--- src/rtl/assert_sched_pkg.sv ---
`default_nettype none
`timescale 1ns/1ps
// ============================================================================
// Module      : assert_sched_pkg
// Description : Shared types and helpers for the assert_sched check scheduler.
//               Holds the session state encoding, the widths that derive from
//               the counter / lane limits, and a width-aware saturating adder.
// Revision    : 1.0 - initial release
// ============================================================================
package assert_sched_pkg;

    // Session state of the scheduler.
    typedef enum logic [1:0] {
        ST_IDLE   = 2'd0,
        ST_SETTLE = 2'd1,
        ST_CHECK  = 2'd2,
        ST_HALT   = 2'd3
    } state_t;

    // Settle window is at most 255 cycles, so an 8-bit down-counter suffices.
    localparam int c_settle_w  = 8;
    // Widest counter and lane count the block supports.
    localparam int c_max_cnt_w = 32;
    localparam int c_max_chk   = 32;

    // Add two values and clamp the result to the all-ones value of a counter
    // that is only w bits wide. Operands are carried at the maximum width so
    // one helper serves every CNT_W.
    function automatic logic [c_max_cnt_w-1:0] sat_add(
        input logic [c_max_cnt_w-1:0] a,
        input logic [c_max_cnt_w-1:0] b,
        input int unsigned            w
    );
        logic [c_max_cnt_w:0] sum;
        logic [c_max_cnt_w:0] lim;
        sum = {1'b0, a} + {1'b0, b};
        if (w >= c_max_cnt_w) begin
            lim = {1'b0, {c_max_cnt_w{1'b1}}};
        end else begin
            lim = ((c_max_cnt_w+1)'(1) << w) - (c_max_cnt_w+1)'(1);
        end
        return (sum > lim) ? lim[c_max_cnt_w-1:0] : sum[c_max_cnt_w-1:0];
    endfunction

endpackage : assert_sched_pkg
`default_nettype wire

--- src/rtl/assert_sched_rr_arb.sv ---
`default_nettype none
`timescale 1ns/1ps
// ============================================================================
// Module      : rr_arb
// Description : N-input round-robin selector. Picks the first requesting
//               input strictly after the last advanced-on index, wrapping.
//               The pointer moves only when the consumer advances, so the
//               selection is a pure function of req and the pointer.
// Revision    : 1.0 - initial release
// Ports       :
//   clk       in  1          clock
//   rst_n     in  1          asynchronous active-low reset
//   clr       in  1          return pointer so that index 0 is next
//   req       in  N          request vector
//   advance   in  1          the presented grant was consumed
//   adv_id    in  ID_W       index that was consumed
//   gnt_valid out 1          at least one request is present
//   gnt_id    out ID_W       selected index
// ============================================================================
module rr_arb #(
    parameter int N = 4
) (
    input  logic                 clk,
    input  logic                 rst_n,
    input  logic                 clr,
    input  logic [N-1:0]         req,
    input  logic                 advance,
    input  logic [$clog2(N)-1:0] adv_id,
    output logic                 gnt_valid,
    output logic [$clog2(N)-1:0] gnt_id
);

    localparam int c_id_w = $clog2(N);
    // Pointer holds the last consumed index; N-1 makes lane 0 come first.
    localparam logic [c_id_w-1:0] c_ptr_init = c_id_w'(N-1);

    logic [c_id_w-1:0] r_last;
    logic [c_id_w-1:0] w_gnt_id;
    logic [c_id_w-1:0] w_sel;
    logic              w_found;
    int                w_idx;

    always_ff @(posedge clk or negedge rst_n) begin
        if (!rst_n) begin
            r_last <= c_ptr_init;
        end else if (clr) begin
            r_last <= c_ptr_init;
        end else if (advance) begin
            r_last <= adv_id;
        end
    end

    // Walk the N positions after the pointer; the first hit wins.
    always_comb begin
        w_gnt_id = '0;
        w_found  = 1'b0;
        w_idx    = 0;
        w_sel    = '0;
        for (int k = 1; k <= N; k++) begin
            w_idx = (int'(r_last) + k) % N;
            w_sel = c_id_w'(w_idx);
            if (!w_found && req[w_sel]) begin
                w_found  = 1'b1;
                w_gnt_id = w_sel;
            end
        end
    end

    assign gnt_valid = |req;
    assign gnt_id    = w_gnt_id;

endmodule : rr_arb
`default_nettype wire

--- src/rtl/assert_sched.sv ---
`default_nettype none
`timescale 1ns/1ps
// ============================================================================
// Module      : assert_sched
// Description : Check scheduler. Arms a session, waits a settle window, then
//               compares test against pat on every enabled lane until the
//               error budget is spent. Each lane keeps one pending failure
//               with the session cycle of its first mismatch; pending
//               failures are reported one at a time, round-robin, over a
//               valid/ack port.
// Revision    : 1.0 - initial release
// Ports       :
//   clk        in  1       clock
//   rst_n      in  1       asynchronous active-low reset
//   arm        in  1       start a session (ignored outside IDLE)
//   disarm     in  1       end the session, drop pending reports
//   chk_en     in  N_CHK   per-lane compare enable
//   test       in  N_CHK   observed value per lane
//   pat        in  N_CHK   expected value per lane
//   fail_ack   in  1       consumer takes the presented report
//   fail_valid out 1       a report is presented
//   fail_id    out ID_W    lane of the presented report
//   fail_cyc   out CNT_W   session cycle of that lane's first mismatch
//   err_count  out CNT_W   saturating mismatch total of the session
//   active     out 1       comparisons are live (CHECK)
//   stop       out 1       error budget exhausted (HALT)
// ============================================================================
module assert_sched
    import assert_sched_pkg::*;
#(
    parameter int N_CHK   = 4,
    parameter int CNT_W   = 16,
    parameter int SETTLE  = 2,
    parameter int MAX_ERR = 1
) (
    input  logic                     clk,
    input  logic                     rst_n,
    input  logic                     arm,
    input  logic                     disarm,
    input  logic [N_CHK-1:0]         chk_en,
    input  logic [N_CHK-1:0]         test,
    input  logic [N_CHK-1:0]         pat,
    input  logic                     fail_ack,
    output logic                     fail_valid,
    output logic [$clog2(N_CHK)-1:0] fail_id,
    output logic [CNT_W-1:0]         fail_cyc,
    output logic [CNT_W-1:0]         err_count,
    output logic                     active,
    output logic                     stop
);

    localparam int c_id_w = $clog2(N_CHK);
    localparam logic [CNT_W-1:0]      c_max_err     = CNT_W'(MAX_ERR);
    localparam logic [c_settle_w-1:0] c_settle_init = (SETTLE > 0) ? c_settle_w'(SETTLE - 1) : '0;

    state_t                  r_state;
    logic [c_settle_w-1:0]   r_settle;
    logic [CNT_W-1:0]        r_cyc;
    logic [CNT_W-1:0]        r_err;
    logic                    r_active;
    logic                    r_stop;
    logic [N_CHK-1:0]        r_pend;
    logic [CNT_W-1:0]        r_cap [N_CHK];
    logic                    r_lock;
    logic [c_id_w-1:0]       r_lock_id;

    logic                    w_arm_go;
    logic                    w_disarm;
    logic                    w_sample;
    logic [N_CHK-1:0]        w_mis;
    logic [c_max_cnt_w-1:0]  w_pop;
    logic [CNT_W-1:0]        w_err_next;
    logic                    w_halt;
    logic                    w_gnt_valid;
    logic [c_id_w-1:0]       w_gnt_id;
    logic [c_id_w-1:0]       w_fail_id;
    logic                    w_ack;
    logic [N_CHK-1:0]        w_clr;

    // disarm beats arm; arm is only honoured from IDLE.
    assign w_arm_go = arm & ~disarm & (r_state == ST_IDLE);
    assign w_disarm = disarm & (r_state != ST_IDLE);

    // A disarm cycle closes the session, so its compares are not counted.
    assign w_sample = (r_state == ST_CHECK) & ~disarm;
    assign w_mis    = w_sample ? (chk_en & (test ^ pat)) : '0;

    assign w_pop      = c_max_cnt_w'($countones(w_mis));
    assign w_err_next = CNT_W'(sat_add(c_max_cnt_w'(r_err), w_pop, CNT_W));
    assign w_halt     = (w_err_next >= c_max_err);

    // ------------------------------------------------------------------
    // Session FSM, counters and status flags
    // ------------------------------------------------------------------
    always_ff @(posedge clk or negedge rst_n) begin
        if (!rst_n) begin
            r_state  <= ST_IDLE;
            r_settle <= '0;
            r_cyc    <= '0;
            r_err    <= '0;
            r_active <= 1'b0;
            r_stop   <= 1'b0;
        end else if (w_disarm) begin
            r_state  <= ST_IDLE;
            r_active <= 1'b0;
            r_stop   <= 1'b0;
        end else begin
            case (r_state)
                ST_IDLE: begin
                    if (w_arm_go) begin
                        r_err    <= '0;
                        r_cyc    <= '0;
                        r_settle <= c_settle_init;
                        if (SETTLE > 0) begin
                            r_state <= ST_SETTLE;
                        end else begin
                            r_state  <= ST_CHECK;
                            r_active <= 1'b1;
                        end
                    end
                end
                ST_SETTLE: begin
                    if (r_settle == '0) begin
                        r_state  <= ST_CHECK;
                        r_active <= 1'b1;
                    end else begin
                        r_settle <= r_settle - 1'b1;
                    end
                end
                ST_CHECK: begin
                    r_err <= w_err_next;
                    if (r_cyc != '1) begin
                        r_cyc <= r_cyc + 1'b1;
                    end
                    if (w_halt) begin
                        r_state  <= ST_HALT;
                        r_active <= 1'b0;
                        r_stop   <= 1'b1;
                    end
                end
                ST_HALT: begin
                    // Counters frozen; reports keep draining.
                end
                default: begin
                    r_state  <= ST_IDLE;
                    r_active <= 1'b0;
                    r_stop   <= 1'b0;
                end
            endcase
        end
    end

    // ------------------------------------------------------------------
    // Report selection
    // ------------------------------------------------------------------
    rr_arb #(
        .N (N_CHK)
    ) u_arb (
        .clk       (clk),
        .rst_n     (rst_n),
        .clr       (w_arm_go),
        .req       (r_pend),
        .advance   (w_ack),
        .adv_id    (w_fail_id),
        .gnt_valid (w_gnt_valid),
        .gnt_id    (w_gnt_id)
    );

    // Once a report has been shown without an ack it is locked, so a newly
    // pending lane that sorts earlier in round-robin order cannot displace it.
    assign w_fail_id = r_lock ? r_lock_id : w_gnt_id;
    assign w_ack     = w_gnt_valid & fail_ack;

    always_comb begin
        w_clr            = '0;
        w_clr[w_fail_id] = w_ack;
    end

    // ------------------------------------------------------------------
    // Per-lane pending bits and first-mismatch capture
    // ------------------------------------------------------------------
    always_ff @(posedge clk or negedge rst_n) begin
        if (!rst_n) begin
            r_pend    <= '0;
            r_lock    <= 1'b0;
            r_lock_id <= '0;
            for (int i = 0; i < N_CHK; i++) begin
                r_cap[i] <= '0;
            end
        end else if (w_arm_go || w_disarm) begin
            r_pend    <= '0;
            r_lock    <= 1'b0;
            r_lock_id <= '0;
        end else begin
            // A mismatch in the lane's own ack cycle re-arms it (set wins).
            r_pend <= (r_pend & ~w_clr) | w_mis;
            for (int i = 0; i < N_CHK; i++) begin
                if (w_mis[i] && (!r_pend[i] || w_clr[i])) begin
                    r_cap[i] <= r_cyc;
                end
            end
            if (w_ack) begin
                r_lock <= 1'b0;
            end else if (w_gnt_valid) begin
                r_lock    <= 1'b1;
                r_lock_id <= w_fail_id;
            end
        end
    end

    assign fail_valid = w_gnt_valid;
    assign fail_id    = w_gnt_valid ? w_fail_id : '0;
    assign fail_cyc   = w_gnt_valid ? r_cap[w_fail_id] : '0;
    assign err_count  = r_err;
    assign active     = r_active;
    assign stop       = r_stop;

endmodule : assert_sched
`default_nettype wire

--- config.mk ---
export PLATFORM = sky130hd
export DESIGN_NAME = assert_sched
export DESIGN_NICKNAME = d
export VERILOG_FILES = /design/src/rtl/assert_sched_pkg.sv /design/src/rtl/assert_sched_rr_arb.sv /design/src/rtl/assert_sched.sv
export SDC_FILE = /design/constraint.sdc
export NUM_CORES = 1
export LEC_CHECK = 0
export CAP_MARGIN = 5
export CORE_MARGIN = 3
export CORE_UTILIZATION = 54
export CTS_BUF_LIST = sky130_fd_sc_hd__clkbuf_2 sky130_fd_sc_hd__clkbuf_4 sky130_fd_sc_hd__clkbuf_8
export DETAILED_ROUTE_END_ITERATION = 10
export GPL_TIMING_DRIVEN = 0
export PLACE_DENSITY_LB_ADDON = 0.2
export SLEW_MARGIN = 20
export SYNTH_ARGS = -nofsm -noshare
export SYNTH_HDL_FRONTEND = slang
export SYNTH_HIERARCHICAL = 1
export SYNTH_SLANG_ARGS = --single-unit
--- constraint.sdc ---
create_clock -name clk -period 4.73 [get_ports clk]
set_input_delay 0.473 -clock clk [delete_from_list [all_inputs] [get_ports clk]]
set_output_delay 0.473 -clock clk [all_outputs]
set_load 0.01 [all_outputs]
==> metrics, run 1 <==
kind of critical path=reg -> reg; Synth-to-Final Area Change=18.7%; Synth top area share=0.458; maximum cell stage delay along the critical path=0.58 ns; unrepaired setup endpoints after global routing=false; final period utilization=0.938; max-slew violations=0; routability congestion estimate from global placement=roughly 0.87; Yosys warnings=6; Arrival @ worst endpoint=4.74 ns; flip-flop and latch count after synthesis=117; ANT cells=0; maximum number of pins on one net before global-route repair=65; power per cell area=426 nW/µm²; clock skew after layout=between 0.005 and 0.006 ns; sequential element share of the synthesized area=0.466; row cnt=38; clock transition time at the flip-flop clock pins of the worst setup and hold paths=0.07 ns; crit path launch type=flop; final hold violation count=1; Max Root-Sink Buffers=2; Netlist cell types=67; H-tree Lvls=4; cell taking the most area after synthesis=dfrtp_1; post-synth net total=621; final period demand of the worst path=4.44 ns; synthesized netlist cell count=between 500 and 600; Design Power=approximately 3.2 mW; TritonCTS clock tree=done; core box area=11100 µm²; Slew @ Worst Pin=0.878 ns; dominant cells by area after synthesis=dfrtp_1 46%, mux2_2 9.7%, mux4_2 5.7%; initial cell density of the core=0.565; total clock buffers created by CTS=17; Leak=between 3 and 4 nW; Routed wire per std cell=17.8 µm; max-capacitance violation count=0; most frequent cell on the critical path=inv_1; Reg2Reg Depth=17; cell-by-cell listing of the critical path=inv_2 > ha_4 > inv_1 > nor2_1 > and3_1 > fa_1 > inv_1 > fa_1 > inv_1 > fa_2 > nand3_4 > or4_4 > nor3_4 > o211ai_1 > a2111o_1 > o211ai_1 > o221ai_1; peak supply drop=roughly 0.27 mV; Die X-Extent=between 100 and 150 µm; final net count=just under 700; global-route wire length before repair=about 24 mm; ratio of cells with drive above 1 in the final layout=0.194; final worst-path setup slack=slightly below 0.3 ns; global-route congestion overflow total=0; first drt pass iteration count=5; Detailed Route WL=14.6 mm; ys async rst share=1.00; worst setup slack before clock tree synthesis=-0.663 ns; Chip Height=about 110 µm; number of ports placed on the die boundary=54; maximum operating frequency=0.225 GHz; Post-synth EDFFs=0; area of the die=13000 µm²; share of the core filled with cells in the final layout=0.670; detailed-route via count=4906; clk root buf=clkbuf_8; final cell area excluding filler cells=7460 µm²; TritonCTS sink count=117; nature of the critical path endpoint=flop; clock latency reported for the late side of the worst-skew pair=0.44 ns; quantity of I/O buffers inserted on ports=53; First DRT Iteration DRCs=287; Post-Synthesis Mean Instance Area=10.6 µm²; number of antenna violations at the first check in global routing=0; violated checks=hold timing; global-route usage over all layers=0.239; worst slew slack as a fraction of its limit=0.414; Final Hold Slack=-0.00680 ns; largest fanout of any net on the critical path=9; vias in the first global route=4939; total placed cells including tap cells=788; Slowest-stage cell, CP=or4_4; DP Area=roughly 7000 µm²; final-report setup violation count=0; vias per inst=around 6; Remaining DRCs=0; area of the mapped netlist=between 6000 and 7000 µm²; flip-flop cell with the highest count after synthesis=dfrtp_1; run status=finished, violations left; required time at the endpoint of the critical path=about 5 ns; detailed-placement wirelength estimate=10.1 mm; non-filler cells, final=819; antenna viol nets, final=0; min-delay worst type=in -> async
## cell usage after synthesis (all sizes together), types with 8 or more instances
master	number
dfrtp	115
a21oi	31
nor3	10
xor2	14
mux4	16
nand4	11
inv	25
clkbuf	28
and2	21
nor2	47
xnor2	8
nand2	50
nand3	19
mux2	54
o21ai	37
## logic make-up after synthesis
| group | Yosys count | share of synthesized area |
|---|---|---|
| AO/OA/AOI/OAI | 119 | 0.122 |
| XOR/XNOR | 22 | 0.0307 |
| adder cells (fa/ha/maj) | 10 | 0.0235 |
| AND/OR/NAND/NOR | 193 | 0.158 |
| flip-flops | 117 | 0.466 |
| buffers and inverters | 56 | 0.0348 |
| multiplexers | 77 | 0.165 |
## state kept, by name, indices dropped and copies added (netlist names)
name / flops
stop: 1
r_lock_id: 2
r_pend: 4
active: 1
r_lock: 1
r_settle: 8
err_count: 16
r_cap: 64
u_arb/r_last: 2
r_state: 2
r_cyc: 16
## stage by stage
stage / setup TNS [ns] / hold slack (ns)
4_1_cts: 0 / 0.0305
3_5_place_dp: -5.86 / 0.471
2_1_floorplan: 0 / 0.177
6_report: 0 / -0.00680
5_1_grt: 0 / 0.0464
3_3_place_gp: -140.77 / 0.457
## routing by layer
metal | wire [µm] | global-route usage
met1 | 6300 | 0.304
met2 | 7140 | 0.391
met3 | 836 | 0.0711
met4 | 278 | 0.0855
met5 | 0 | 0
## worst paths after layout
check | start | slack, ns | to
setup reg to reg | r_state[0] | 0.29 | r_state[1]
hold / removal | rst_n | -0.007 | r_lock_id[1]
min in group clk | r_cap[62] | 0.48 | r_cap[62]
setup / recovery | r_state[0] | 0.29 | r_state[1]
hold reg to reg | r_cap[62] | 0.48 | r_cap[62]
max in group asynchronous | rst_n | 4.07 | r_cap[39]
## placed cells by master, fill, tap and decap left out, drive strengths merged, types with 5 or more instances in the layout
master | netlist | layout
a211oi | 7 | 7
a21oi | 31 | 31
a31oi | 5 | 5
and2 | 21 | 21
and3 | 6 | 6
buf | 3 | 7
clkbuf | 28 | 48
clkdlybuf4s50 | 0 | 51
dfrtp | 115 | 115
ha | 7 | 7
inv | 25 | 25
mux2 | 54 | 54
mux2i | 7 | 7
mux4 | 16 | 16
nand2 | 50 | 50
nand2b | 5 | 5
nand3 | 19 | 19
nand4 | 11 | 11
nor2 | 47 | 47
nor3 | 10 | 10
nor4 | 6 | 6
o21ai | 37 | 37
or3 | 5 | 5
xnor2 | 8 | 8
xor2 | 14 | 14
## critical path, delay by kind of cell, from the launching register on
family,cells,cell delay (ns)
AO/OA/AOI/OAI,4,0.93
adder cells (fa/ha/maj),4,1.42
buffers and inverters,4,0.33
flip-flops,1,0.42
AND/OR/NAND/NOR,5,1.20
## layout make-up
type                    instances  area [µm²]
flip-flops and latches        117        2930
clock buffers                  21         277
clock inverters                 9         105
repair buffers                 56         577
well taps                     140         175
multi-input cells             421        3180
fillers                       850        3670
plain buffers                  30         125
inverters                      25        93.8
## power by group
part	internal [mW]	total (mW)	switching (mW)
Combinational	0.426	1.05	0.625
Clock	0.498	0.890	0.393
Sequential	1.13	1.24	0.106
Total	2.05	3.18	1.12
## repair_timing
action | CTS | global route
pin swaps | 0 | 3
gates resized for setup | 4 | 9
hold buffers | 0 | 0
buffers inserted | 0 | 2
setup endpoints to repair | 10 | 9
cloned | 0 | 0
Note: power is estimated with default switching activity, not from simulation.
==> run 2: changes to the inputs <==
--- a/config.mk
+++ b/config.mk
@@ -6,8 +6,10 @@
 export NUM_CORES = 1
 export LEC_CHECK = 0
 export CAP_MARGIN = 5
+export CELL_PAD_IN_SITES_DETAIL_PLACEMENT = 1
+export CELL_PAD_IN_SITES_GLOBAL_PLACEMENT = 1
 export CORE_MARGIN = 3
-export CORE_UTILIZATION = 54
+export CORE_UTILIZATION = 43
 export CTS_BUF_LIST = sky130_fd_sc_hd__clkbuf_2 sky130_fd_sc_hd__clkbuf_4 sky130_fd_sc_hd__clkbuf_8
 export DETAILED_ROUTE_END_ITERATION = 10
 export GPL_TIMING_DRIVEN = 0
==> metrics, run 2 (synthesized netlist as in run 1, its figures left out) <==
maximum operating frequency=0.221 GHz (was 0.225 GHz); total placed cells including tap cells=828 (was 788); max-slew violations=0 (unchanged); global-route wire length before repair=28.0 mm (was 24.3 mm); most frequent cell on the critical path=inv_1 (unchanged); final period utilization=0.956 (was 0.938); commonest cells after routing, fill and taps aside=114 x dfrtp_1, 54 x mux2_2, 51 x clkdlybuf4s50_1 (was 115 x dfrtp_1, 54 x mux2_2, 51 x clkdlybuf4s50_1); required time at the endpoint of the critical path=5.03 ns (about the same); ANT cells=0 (unchanged); number of flip-flops under the largest register name=64 (unchanged); worst slew slack as a fraction of its limit=0.357 (was 0.414); row cnt=43 (was 38); crit path launch type=flop (unchanged); clock skew after layout=0.00852 ns (was 0.00514 ns); final period demand of the worst path=4.52 ns (was 4.44 ns); Die X-Extent=127 µm (was 114 µm); Max Root-Sink Buffers=2 (unchanged); most common cell after layout, fill and taps aside=dfrtp_1 (unchanged); Arrival @ worst endpoint=4.82 ns (was 4.74 ns); run status=completed (was finished, violations left); vias per inst=5.74 (was 5.99); H-tree Lvls=4 (unchanged); power per cell area=447 nW/µm² (was 426 nW/µm²); Detailed Route WL=16.9 mm (was 14.6 mm); Slew @ Worst Pin=0.965 ns (was 0.878 ns); worst setup slack before clock tree synthesis=-0.878 ns (was -0.663 ns); final hold violation count=0 (was 1); global-route congestion overflow total=0 (unchanged); nature of the critical path endpoint=flop (unchanged); detailed-placement wirelength estimate=11.8 mm (was 10.1 mm); global-route usage over all layers=0.220 (was 0.239); TritonCTS clock tree=done (unchanged); largest fanout of any net on the critical path=9 (unchanged); max-capacitance violation count=0 (unchanged); maximum cell stage delay along the critical path=0.58 ns (about the same); Remaining DRCs=0 (unchanged); combinational power share=0.324 (was 0.331); clk root buf=clkbuf_8 (unchanged); maximum number of pins on one net before global-route repair=72 (was 65); core box area=14100 µm² (was 11100 µm²); TritonCTS sink count=117 (unchanged); vias in the first global route=5416 (was 4939); Routed wire per std cell=19.5 µm (was 17.8 µm); number of antenna violations at the first check in global routing=0 (unchanged); quantity of I/O buffers inserted on ports=53 (unchanged); peak supply drop=0.236 mV (was 0.274 mV); post-cts hold buffer count=0 (unchanged); non-filler cells, final=863 (was 819); final net count=697 (was 695); part of the power in registers=0.366 (was 0.389); routability congestion estimate from global placement=0.847 (was 0.874); unrepaired setup endpoints after global routing=true (was false); Slowest-stage cell, CP=or4_4 (unchanged); clock transition time at the flip-flop clock pins of the worst setup and hold paths=0.07 ns (about the same); part of the total power dissipated in the clock network=0.310 (was 0.280); clock latency reported for the late side of the worst-skew pair=0.43 ns (was 0.44 ns); switch share=0.347 (was 0.354); total internal power=2.22 mW (was 2.05 mW); min-delay worst type=in -> async (unchanged); detailed-route via count=4952 (was 4906); final-report setup violation count=0 (unchanged); ratio of cells with drive above 1 in the final layout=0.205 (was 0.194); initial cell density of the core=0.446 (was 0.565); Leak=3.36 nW (was 3.30 nW); first drt pass iteration count=4 (was 5); kind of critical path=reg -> reg (unchanged); Final Hold Slack=0.0513 ns (was -0.00680 ns); total clock buffers created by CTS=17 (unchanged); largest delay contributor family on the critical path=adder cells (unchanged); Design Power=3.40 mW (was 3.18 mW); Top reg by flops=r_cap (unchanged); number of ports placed on the die boundary=54 (unchanged); antenna viol nets, final=0 (unchanged); Switching Power=1.18 mW (was 1.12 mW); Buffers & Inverters on Critical Path=4 (unchanged); area of the die=16100 µm² (was 13000 µm²); cell-by-cell listing of the critical path=inv_2 > ha_4 > inv_1 > nor2_2 > and3_1 > fa_1 > inv_1 > fa_1 > inv_1 > fa_2 > nand3_4 > or4_4 > nor3_4 > o211ai_1 > a2111o_1 > o211ai_1 > o221ai_1 (was inv_2 > ha_4 > inv_1 > nor2_1 > and3_1 > fa_1 > inv_1 > fa_1 > inv_1 > fa_2 > nand3_4 > or4_4 > nor3_4 > o211ai_1 > a2111o_1 > o211ai_1 > o221ai_1); First DRT Iteration DRCs=283 (was 287); Chip Height=127 µm (was 114 µm); final worst-path setup slack=0.208 ns (was 0.294 ns); Synth-to-Final Area Change=21.0% (was 18.7%)
run 2: metrics by stage:
step                       util  area, µm²  TNS [ns]
final                     0.539       7600         0
after global routing      0.539       7600   -0.0536
after CTS                 0.535       7530         0
after detailed placement  0.502       7070     -8.92
after global placement    0.499       7040   -163.52
after floorplan               -       6280         0
run 2: layer usage:
metal	track usage	routed length, µm	vias to the layer above
li1	-	-	2293
met1	0.287	7570	2565
met2	0.372	8600	73
met3	0.0383	444	21
met4	0.0713	243	0
met5	0	0	-
run 2: final cells by class:
class / instances / area [µm²]
inverters: 25 / 93.8
plain buffers: 30 / 126
fillers: 1550 / 6490
well taps: 180 / 225
clock buffers: 22 / 272
repair buffers: 58 / 592
clock inverters: 10 / 179
multi-input cells: 421 / 3190
flip-flops and latches: 117 / 2930
run 2: worst register-to-register path, delay by kind of cell, from the launching register on:
family | cells | cell delay (ns)
simple gates | 5 | 1.15
buf+inv | 4 | 0.34
compound gates | 4 | 1.06
flops | 1 | 0.39
fa+ha+maj | 4 | 1.43
run 2: timing repair:
action | CTS | global route
gates cloned | 0 | 0
gates resized for setup | 6 | 12
pin swaps | 2 | 4
endpoints found under the setup margin | 12 | 13
buffers inserted | 0 | 4
run 2: power groups by stage:
stage          sequential, mW  clock, mW  combinational [mW]
2_1_floorplan            1.23          0               0.719
3_3_place_gp             1.25          0                1.02
3_5_place_dp             1.25          0                1.08
4_1_cts                  1.24       1.08                1.09
5_1_grt                  1.26       1.13                1.22
6_report                 1.24       1.05                1.10
run 2: path summary, 6_finish.rpt:
| path | from | to | slack [ns] | cells after the start |
|---|---|---|---|---|
| max | r_state[0] | r_state[1] | 0.21 | 17 |
| min | rst_n | r_cap[34] | 0.05 | 1 |
| max reg2reg | r_state[0] | r_state[1] | 0.21 | 17 |
| min reg2reg | r_cap[29] | r_cap[29] | 0.48 | 2 |
| max in group asynchronous | rst_n | r_state[1] | 3.98 | 2 |
| min in group clk | r_cap[29] | r_cap[29] | 0.48 | 2 |
==> run 3: changes to the inputs <==
--- a/config.mk
+++ b/config.mk
@@ -13,7 +13,7 @@
 export CTS_BUF_LIST = sky130_fd_sc_hd__clkbuf_2 sky130_fd_sc_hd__clkbuf_4 sky130_fd_sc_hd__clkbuf_8
 export DETAILED_ROUTE_END_ITERATION = 10
 export GPL_TIMING_DRIVEN = 0
-export PLACE_DENSITY_LB_ADDON = 0.2
+export PLACE_DENSITY_LB_ADDON = 0.1
 export SLEW_MARGIN = 20
 export SYNTH_ARGS = -nofsm -noshare
 export SYNTH_HDL_FRONTEND = slang
==> metrics, run 3 (synthesized netlist as in run 1, its figures left out) <==
run status=completed (unchanged); required time at the endpoint of the critical path=5.02 ns (was 5.03 ns); final hold violation count=0 (unchanged); vias per inst=5.74 (about the same); Total Neg Setup Slack=0 ns (unchanged); final-report setup violation count=0 (unchanged); fill cell count=1532 (was 1550); core box area=14100 µm² (unchanged); kind of critical path=in -> reg (was reg -> reg); TritonCTS sink count=117 (unchanged); maximum cell stage delay along the critical path=0.58 ns (about the same); TritonCTS clock tree=done (unchanged); H-tree Lvls=4 (unchanged); ANT cells=0 (unchanged); row cnt=43 (unchanged); largest delay contributor family on the critical path=adder cells (unchanged); peak supply drop=0.356 mV (was 0.236 mV); Slew @ Worst Pin=0.994 ns (was 0.965 ns); total clock buffers created by CTS=17 (unchanged); Routed wire per std cell=19.3 µm (was 19.5 µm); max-slew violations=0 (unchanged); Chip Height=127 µm (unchanged); part of the power in registers=0.356 (was 0.366); Max Root-Sink Buffers=2 (unchanged); antenna viol nets, final=0 (unchanged); Remaining DRCs=0 (unchanged); clock skew after layout=0.0136 ns (was 0.00852 ns); ratio of cells with drive above 1 in the final layout=0.199 (was 0.205); number of ports placed on the die boundary=54 (unchanged); global-route congestion overflow total=0 (unchanged); detailed-route via count=4945 (was 4952); Switching Power=1.20 mW (was 1.18 mW); initial cell density of the core=0.446 (unchanged); number of antenna violations at the first check in global routing=0 (unchanged); cell-by-cell listing of the critical path=clkdlybuf4s50_1 > buf_4 > nor2_2 > and3_1 > fa_1 > inv_1 > fa_1 > inv_1 > fa_2 > nand3_4 > or4_4 > nor3_2 > o211ai_1 > a2111o_1 > o211ai_1 > o221ai_1 (was inv_2 > ha_4 > inv_1 > nor2_2 > and3_1 > fa_1 > inv_1 > fa_1 > inv_1 > fa_2 > nand3_4 > or4_4 > nor3_4 > o211ai_1 > a2111o_1 > o211ai_1 > o221ai_1); clock latency reported for the late side of the worst-skew pair=0.44 ns (was 0.43 ns); most common cell after layout, fill and taps aside=dfrtp_1 (unchanged); final period utilization=0.946 (was 0.956); power per cell area=457 nW/µm² (was 447 nW/µm²); min-delay worst type=reg -> reg (was in -> async); switch share=0.343 (was 0.347); total placed cells including tap cells=828 (unchanged); Detailed Route WL=16.6 mm (was 16.9 mm); non-filler cells, final=862 (was 863); largest fanout of any net on the critical path=10 (was 9); quantity of I/O buffers inserted on ports=53 (unchanged); commonest cells after routing, fill and taps aside=115 x dfrtp_1, 54 x mux2_2, 52 x clkdlybuf4s50_1 (was 114 x dfrtp_1, 54 x mux2_2, 51 x clkdlybuf4s50_1); Synth-to-Final Area Change=21.6% (was 21.0%); crit path launch type=input port (was flop); share of the core filled with cells in the final layout=0.542 (was 0.539); max-capacitance violation count=0 (unchanged); Top reg by flops=r_cap (unchanged); maximum number of pins on one net before global-route repair=65 (was 72); Slowest-stage cell, CP=clkdlybuf4s50_1 (was or4_4); worst slew slack as a fraction of its limit=0.337 (was 0.357); Design Power=3.49 mW (was 3.40 mW); total internal power=2.30 mW (was 2.22 mW); area of the die=16100 µm² (unchanged); maximum operating frequency=0.223 GHz (was 0.221 GHz); clk root buf=clkbuf_8 (unchanged); global-route usage over all layers=0.219 (was 0.220); Arrival @ worst endpoint=4.77 ns (was 4.82 ns); routability congestion estimate from global placement=0.842 (was 0.847); final net count=696 (was 697); global-route wire length before repair=28.0 mm (about the same); number of flip-flops under the largest register name=64 (unchanged); vias in the first global route=5367 (was 5416); Leak=3.35 nW (was 3.36 nW); Die X-Extent=127 µm (unchanged); first drt pass iteration count=4 (unchanged); clock transition time at the flip-flop clock pins of the worst setup and hold paths=0.07 ns (about the same); final period demand of the worst path=4.48 ns (was 4.52 ns); detailed-placement wirelength estimate=11.5 mm (was 11.8 mm); nature of the critical path endpoint=flop (unchanged); Buffers & Inverters on Critical Path=4 (unchanged); First DRT Iteration DRCs=243 (was 283); part of the total power dissipated in the clock network=0.337 (was 0.310); combinational power share=0.307 (was 0.324)
==> run 3: cell types whose count changed in the layout (fill, tap and decap cells not counted), sizes merged <==
cell,previous run,this run
dlymetal6s2s,1,0
dlygate4sd3,0,1
buf,10,8
clkinv,5,6
clkbuf,48,43
bufinv,5,7
clkdlybuf4s50,51,52
inv,25,26
clkinvlp,0,1
==> run 3: layout make-up <==
| cell class | instances | area (µm²) | area share |
|---|---|---|---|
| inverters | 25 | 93.8 | 0.0123 |
| repair buffers | 57 | 584 | 0.0764 |
| multi-input cells | 421 | 3170 | 0.415 |
| clock inverters | 15 | 278 | 0.0363 |
| well taps | 180 | 225 | 0.0295 |
| clock buffers | 17 | 234 | 0.0306 |
| flip-flops and latches | 117 | 2930 | 0.383 |
| plain buffers | 30 | 126 | 0.0165 |
==> run 3: tightest hold or removal path, stage by stage (launching register included) <==
cell and delay [ns]:
dfrtp_1 0.35, nand2_1 0.05, o21ai_0 0.06
==> run 3: power groups by stage <==
stage / Combinational (mW) / Sequential [mW] / Clock [mW]
after floorplan: 0.719 / 1.23 / 0
final: 1.07 / 1.24 / 1.18
after detailed placement: 1.06 / 1.26 / 0
after global placement: 1.02 / 1.25 / 0
after CTS: 1.07 / 1.24 / 1.21
after global routing: 1.20 / 1.26 / 1.25
==> run 3: worst paths after layout <==
| kind | cells past startpoint | slack [ns] | from | end |
|---|---|---|---|---|
| max | 16 | 0.25 | disarm | r_state[1] |
| max in group asynchronous | 3 | 3.46 | rst_n | r_cyc[4] |
| min reg2reg | 2 | 0.49 | r_cap[46] | r_cap[46] |
| min | 2 | 0.49 | r_cap[46] | r_cap[46] |
| max reg2reg | 17 | 0.30 | r_state[0] | r_state[1] |
| min in group asynchronous | 2 | 0.57 | rst_n | r_lock |
==> run 3: layer usage <==
layer  track usage  wire length (µm)
met1         0.278              7420
met2         0.378              8520
met3        0.0387               402
met4        0.0744               281
met5             0                 0
==> run 3: what timing repair did <==
| item | in CTS | in global routing |
|---|---|---|
| gates resized for setup | 3 | 12 |
| hold endpoints to repair | 20 | 0 |
| cloned | 0 | 0 |
| pin swaps | 2 | 2 |
| setup buffers | 1 | 1 |
| hold buffers | 1 | 0 |
| setup endpoints to repair | 12 | 14 |
==> run 3: stage by stage <==
step	setup WS [ns]	area, µm²	hold slack (ns)
2_1_floorplan	0.289	6280	0.177
3_3_place_gp	-1.47	7040	0.457
3_5_place_dp	-0.784	7070	0.475
4_1_cts	0.00639	7600	0.493
5_1_grt	-0.0314	7640	0.515
6_report	0.255	7640	0.490
